<file path="src/rtl/inst_fetch_queue.sv">
// inst_fetch_queue
//   Decoupling FIFO between the last fetch stage (IF3) and decode. Accepts up
//   to two instructions per cycle and presents up to two per cycle, holding a
//   branch back until its delay slot is also present so that decode always
//   receives the branch and its delay slot together.
//
// Ports
//   clk, rst          clock, synchronous active-high reset
//   flush             discard all contents (wins over enqueue/dequeue)
//   pause_req         fetch must hold (~in_ready)
//   in_valid0/1       fetch lane valids (lane 1 only with lane 0)
//   in_pc/inst/is_br/taken/target 0/1   fetched instruction fields
//   in_ready          at least two free entries
//   out_valid0/1      decode lane valids
//   out_pc/inst/is_br/taken/target 0/1  entries at head and head+1
//   out_ack0/1        decode consumes lane 0 / lanes 0 and 1
module inst_fetch_queue #(
    parameter int unsigned DEPTH = 16
) (
    input  logic        clk,
    input  logic        rst,
    input  logic        flush,
    output logic        pause_req,

    input  logic        in_valid0,
    input  logic        in_valid1,
    input  logic [31:0] in_pc0,
    input  logic [31:0] in_pc1,
    input  logic [31:0] in_inst0,
    input  logic [31:0] in_inst1,
    input  logic        in_is_br0,
    input  logic        in_is_br1,
    input  logic        in_taken0,
    input  logic        in_taken1,
    input  logic [31:0] in_target0,
    input  logic [31:0] in_target1,
    output logic        in_ready,

    output logic        out_valid0,
    output logic        out_valid1,
    output logic [31:0] out_pc0,
    output logic [31:0] out_pc1,
    output logic [31:0] out_inst0,
    output logic [31:0] out_inst1,
    output logic        out_is_br0,
    output logic        out_is_br1,
    output logic        out_taken0,
    output logic        out_taken1,
    output logic [31:0] out_target0,
    output logic [31:0] out_target1,
    input  logic        out_ack0,
    input  logic        out_ack1
);

    localparam int unsigned AW = $clog2(DEPTH);
    localparam int unsigned PW = AW + 1;
    localparam logic [PW-1:0] READY_MAX = PW'(DEPTH - 2);

    logic [31:0] mem_pc     [DEPTH];
    logic [31:0] mem_inst   [DEPTH];
    logic        mem_br     [DEPTH];
    logic        mem_taken  [DEPTH];
    logic [31:0] mem_target [DEPTH];

    // Extra MSB on the pointers distinguishes full from empty.
    logic [PW-1:0] head, tail, head_p1, tail_p1, count;
    logic [PW-1:0] enq_n, deq_n;
    logic [AW-1:0] hidx0, hidx1, tidx0, tidx1;
    logic          enq, raw_v0, raw_v1;

    always_comb begin
        count     = tail - head;
        head_p1   = head + PW'(1);
        tail_p1   = tail + PW'(1);
        hidx0     = head[AW-1:0];
        hidx1     = head_p1[AW-1:0];
        tidx0     = tail[AW-1:0];
        tidx1     = tail_p1[AW-1:0];
        in_ready  = (count <= READY_MAX);
        pause_req = ~in_ready;
        enq       = in_ready && in_valid0;
        enq_n     = in_valid1 ? PW'(2) : PW'(1);
        deq_n     = PW'(out_ack0) + PW'(out_ack1);
    end

    always_ff @(posedge clk) begin
        if (rst || flush) begin
            head <= '0;
            tail <= '0;
        end else begin
            if (enq) begin
                tail <= tail + enq_n;
            end
            head <= head + deq_n;
        end
    end

    // Payload storage is never cleared; pointers alone define occupancy.
    always_ff @(posedge clk) begin
        if (!rst && !flush && enq) begin
            mem_pc[tidx0]     <= in_pc0;
            mem_inst[tidx0]   <= in_inst0;
            mem_br[tidx0]     <= in_is_br0;
            mem_taken[tidx0]  <= in_taken0;
            mem_target[tidx0] <= in_target0;
            if (in_valid1) begin
                mem_pc[tidx1]     <= in_pc1;
                mem_inst[tidx1]   <= in_inst1;
                mem_br[tidx1]     <= in_is_br1;
                mem_taken[tidx1]  <= in_taken1;
                mem_target[tidx1] <= in_target1;
            end
        end
    end

    always_comb begin
        out_pc0     = mem_pc[hidx0];
        out_inst0   = mem_inst[hidx0];
        out_is_br0  = mem_br[hidx0];
        out_taken0  = mem_taken[hidx0];
        out_target0 = mem_target[hidx0];
        out_pc1     = mem_pc[hidx1];
        out_inst1   = mem_inst[hidx1];
        out_is_br1  = mem_br[hidx1];
        out_taken1  = mem_taken[hidx1];
        out_target1 = mem_target[hidx1];

        raw_v0 = (count != '0);
        raw_v1 = (count >= PW'(2));
        // Head branch waits for its delay slot; a lane-1 branch is deferred
        // unless it is itself the delay slot of a head branch.
        out_valid0 = raw_v0 && !(out_is_br0 && !raw_v1);
        out_valid1 = raw_v1 && (out_is_br0 || !out_is_br1);
    end

endmodule

</file>
<file path="config.mk">
export PLATFORM = sky130hd
export DESIGN_NAME = inst_fetch_queue
export DESIGN_NICKNAME = d
export VERILOG_FILES = /design/src/rtl/inst_fetch_queue.sv
export SDC_FILE = /design/constraint.sdc
export NUM_CORES = 2
export LEC_CHECK = 0
export CAP_MARGIN = 10
export CORE_MARGIN = 8
export CORE_UTILIZATION = 30
export CTS_BUF_LIST = sky130_fd_sc_hd__clkbuf_16
export DETAILED_ROUTE_END_ITERATION = 12
export PLACE_DENSITY = 0.47
export REMOVE_ABC_BUFFERS = 1
export SLEW_MARGIN = 30
export SYNTH_ARGS = -nofsm -noshare
export SYNTH_HDL_FRONTEND = slang
export SYNTH_SLANG_ARGS = --single-unit
</file>
<file path="constraint.sdc">
create_clock -name clk -period 14.1 [get_ports clk]
set_input_delay 1.41 -clock clk [delete_from_list [all_inputs] [get_ports clk]]
set_output_delay 1.41 -clock clk [all_outputs]
set_load 0.01 [all_outputs]
</file>
**Yosys cells after proc, flatten, opt, wreduce, memory -nomap -nowiden**

Memories as Yosys holds them, arrays and structs flattened. A register that Yosys moved wholly into a read port is not among the register bits.
Cells that the tools add are included.

- Add/sub/neg operators: 6
- Multipliers: 0
- Div/mod/pow operators: 0
- Order comparisons: 2
- Eq/ne operators: 0
- Shift operators: 0
- Multiplexer cells: 11
- Bitwise operators: 1
- Reduce and logical (&&, ||, !) cells: 14

Operators by type and width:

| operator | count |
|---|---|
| $mux 4 | 5 |
| $add 5x2->5 | 2 |
| $add 4x1->4 const B | 2 |
| $logic_and 1x1->1 | 6 |
| $ge 5x2->1 const B | 1 |
| $le 5x4->1 const B | 1 |
| $logic_not 1->1 | 5 |
| $mux 1 | 5 |
| $reduce_bool 5->1 | 1 |
| $sub 5x5->5 | 1 |
| $add 1x1->2 | 1 |
| $logic_or 1x1->1 | 2 |
| $mux 2 | 1 |
| $not 1->1 | 1 |

- Bits in registers: 10
- Bits in latches: 0
- Memory bits (writable): 1568
- Bits in read-only memories: 0
- Input bits: 203
- Logic and storage cells: 41
- Memories: 5

Memory list:

| name | words | bits a word | rd ports | clocked after Yosys merged registers in | wr ports | line | text |
|---|---|---|---|---|---|---|---|
| mem_inst | 16 | 32 | 2 | 1 | 2 | 60 | `logic [31:0] mem_inst [DEPTH];` |
| mem_pc | 16 | 32 | 2 | 1 | 2 | 59 | `logic [31:0] mem_pc [DEPTH];` |
| mem_target | 16 | 32 | 2 | 1 | 2 | 63 | `logic [31:0] mem_target [DEPTH];` |
| mem_br | 16 | 1 | 2 | 1 | 2 | 61 | `logic mem_br [DEPTH];` |
| mem_taken | 16 | 1 | 2 | 1 | 2 | 62 | `logic mem_taken [DEPTH];` |

**Depth between registers and ports, before layout**

- Depth after elaboration: 6
- Mapped depth: 15
- Depth with buffers taken out: 11

**Worst setup path after synthesis**

Ideal clock, no wire load.

- Path type: register -> register
- Start: register head[1]
- End: memory mem_br[0], enable pin
- Library setup time: 0.675 ns
- Arrival: 9.285 ns
- Slack: 4.140 ns
- Stages on the path, launching flop included: 12
- Buffers on the path: 3
- Period minus slack after synthesis: 9.960 ns
- Path through: dfxtp_1 -> clkbuf_1 -> buf_2 -> buf_2 -> inv_1 -> fa_1 -> xor2_1 -> nand3b_1 -> and4bb_2 -> nor3_4 -> nand2_1 -> nor3_1

RTL lines:

| element | line | text |
|---|---|---|
| from (decl) | 66 | `logic [PW-1:0] head, tail, head_p1, tail_p1, count;` |
| from (signal assigned) | 94 | `head <= head + deq_n;` |
| to (decl) | 61 |  |

**Worst setup path after layout**

- Start: register head[0]
- End: output out_inst1[27]

- Longest elaborated chain between the ends: 2

Ends and longest elaborated chain:

| element | line | text |
|---|---|---|
| $add 4x1->4 | 73 | `head_p1 = head + PW'(1);` |
| $mem_v2 16x32 | - |  |
| to (decl) | 44 | `output logic [31:0] out_inst1,` |

Every way passes these cells.

==> reports/results.ini <==
[place]
placed_cells=8806
port_buffers=402
dpl_cell_area_mm2=0.0990
hpwl_mm=190
place_congestion=0.741
dp_slack_ps=6950

[run]
maxCapViolations=0

[timing]
relSlewSlack_pct=32.3
setup_slack_ps=6350
setup_viol=0
finalMaxSlewViolations=0
fmax_ghz=0.129
fin_crit_ps=7750
finalCritPeriodShare_pct=55.0
hold_viol=0
worst_pin_slew_ps=1020
worst_clock_skew_ps=31.8
setup_tns_ps=0
grt_setup_unrepaired=false

[logic_synthesis]
seq_area_frac_synth_pct=51.8
syn_avg_cell_area_um2=18.7
synthAdderAreaFrac_pct=0.175
synth_compound_area_share_pct=0.136
postSynthRegisterBits=1578
synth.area.mux_share_pct=44.0
yosysUniqueCellTypes=52
syn_area_mm2=0.0913
synth_edf_count=1568
synth-xor-area-share_pct=0.125
synth_top_family_by_area=multiplexers
yosysWarnings=0
synth_ff_type=edfxtp_1
synth-simple-area-share_pct=0.670
postSynthCellCount=4880
async_reset_ff_share_pct=0

[clocking]
clock_latency_ps=880
cts_hold_buffers=0
htreeDepth=4
clk_path_buf_depth=4
cts_buffers=200
post-cts-setup-buffers=0
cts-resized-gates=0
ctsRootBufferMaster=clkbuf_16
cts_tree=built
clk_pin_slew_ps=50
cts.sink_count=1578

[worst_hold_path]
worstHoldEndpoint=head[4]
min_from=head[4]
hold_depth=2
hold_path_class=register to register

[layout]
most-common-layout-cells=1568 x edfxtp_1, 1359 x mux2_2, 976 x mux4_2, 402 x clkdlybuf4s50_1, 202 x clkbuf_16
nets=5247
area_growth_pct=15.4
fin_cells=9192
final-seq-area_mm2=0.0473
multi_input_area_mm2=0.0414
nFillCells=28600
drive_gt1_share_pct=56.1
finalInstanceArea_mm2=0.105
final_common_cell=edfxtp_1

[die]
fp.dieH_um=568
ios=403
fp.dieArea_mm2=0.322
die_w_um=568
num_rows=202
start_util_pct=30.1
core_area_mm2=0.303

[detailed_routing]
route.detailed.drc=0
wl_per_cell_um=37.5
maxUsedRoutingLayer=met5
wl_met2_mm=163
drt_iter0_markers=5579
dr_wl_met3_mm=22.1
avgViaCountPerCell=5.76
wirelength_mm=345
dr_total_vias=53000
wl_met1_mm=152
dr.pass1.iters=5
ant_nets=0

[run_status]
outcome=finished clean

[power]
p_total_mw=11.6
power.density_mw_per_mm2=110
p_leak_nw=31.8
peakVddDrop_uv=83.4

[worst_setup_path]
reg2reg_depth=12
end_kind=output port
r2r-end=mem_pc[3][20]
cp.arrival_ps=6340
critical_path_class=register to output port
r2r_slack_ps=7460
crit_required_ps=12690
critPathLaunchType=register
cp_max_fo=123
crit-reg2reg-launch=head[0]

[global_route]
grt_pass1_wl_mm=475
grt_max_degree=133
grt_usage_pct=20.7
antenna_found_initial=68
grt_pass1_vias=54900
grt-ovfl-total=0

registers in the layout, indices dropped and copies added, names as in the netlist:
register and flops:
mem_target 512, mem_br 16, mem_pc 512, tail 5, head 5, mem_inst 512
mem_taken 16
synthesized netlist by cell type, types with 2 or more instances:
cell	n	area [um^2]
mux4_2	976	22000
nand4b_1	2	17.5
nor3_1	6	30.0
nand3_1	15	75.1
inv_1	14	52.6
clkbuf_1	346	1300
nand2_1	23	86.3
fa_1	3	60.1
edfxtp_1	1568	47100
mux2_2	1359	15300
and3_1	9	56.3
a21o_1	2	15.0
nor2_4	9	101
mux2_4	140	2100
buf_6	44	495
dfxtp_1	10	200
nor2_1	27	101
xor2_1	5	43.8
nand4_1	2	12.5
buf_2	133	666
o21ai_0	2	10.0
mux2_1	70	788
xnor2_1	8	70.1
a21oi_1	3	15.0
buf_1	57	214
nor4_1	4	25.0
a31oi_1	3	18.8
buf_4	9	67.6
ha_1	8	100
metal layers:
| metal | up-vias | GRT usage (%) |
|---|---|---|
| met5 | - | 0 |
| met4 | 36 | 4.66 |
| met3 | 445 | 3.86 |
| met2 | 2012 | 33.7 |
| met1 | 29500 | 28.9 |
| li1 | 20900 | - |
worst max-delay path, cell delays in order (launching register included):
cell	delay (ps)
dfxtp_4	750
buf_12	640
buf_12	630
buf_4	800
buf_4	690
mux4_2	610
mux4_2	530
clkdlybuf4s50_1	520
area by class of cell:
type / count / share of cell area [%]
Antenna cell: 22 / 0.0523
Clock buffer: 202 / 4.80
Clock inverter: 159 / 1.07
Inverter: 16 / 0.0665
Multi-Input combinational cell: 2697 / 39.3
Sequential cell: 1578 / 44.9
Tap cell: 3978 / 4.73
Timing Repair Buffer: 540 / 5.09
cell families after synthesis:
group	Yosys count
mux	2546
flops	1578
buf+inv	605
simple gates	109
compound gates	18
xor+xnor	13
fa+ha+maj	11
worst max path at each step:
stage | startpoint | to | cells after the start | slack (ps)
2_1_floorplan | head[0] | out_valid1 | 6 | -21700
3_3_place_gp | head[1] | out_pc0[19] | 7 | 7000
3_5_place_dp | head[1] | out_inst0[28] | 7 | 6950
4_1_cts | head[1] | out_inst0[28] | 7 | 6000
5_1_grt | head[0] | out_inst1[27] | 7 | 5910
6_report | head[0] | out_inst1[27] | 7 | 6350
power by group:
group / internal [mW] / switching [mW]
registers: 5.18 / 0.0167
logic: 0.726 / 0.654
clock network: 2.83 / 2.16
per-stage QoR:
step                      utilization (%)  hold WS, ps
after floorplan                         -          499
after global placement               32.7          525
after detailed placement             32.7          539
after CTS                            34.7          547
after global routing                 34.8          573
final                                34.8          544
Power figures use the tool's default switching activity.
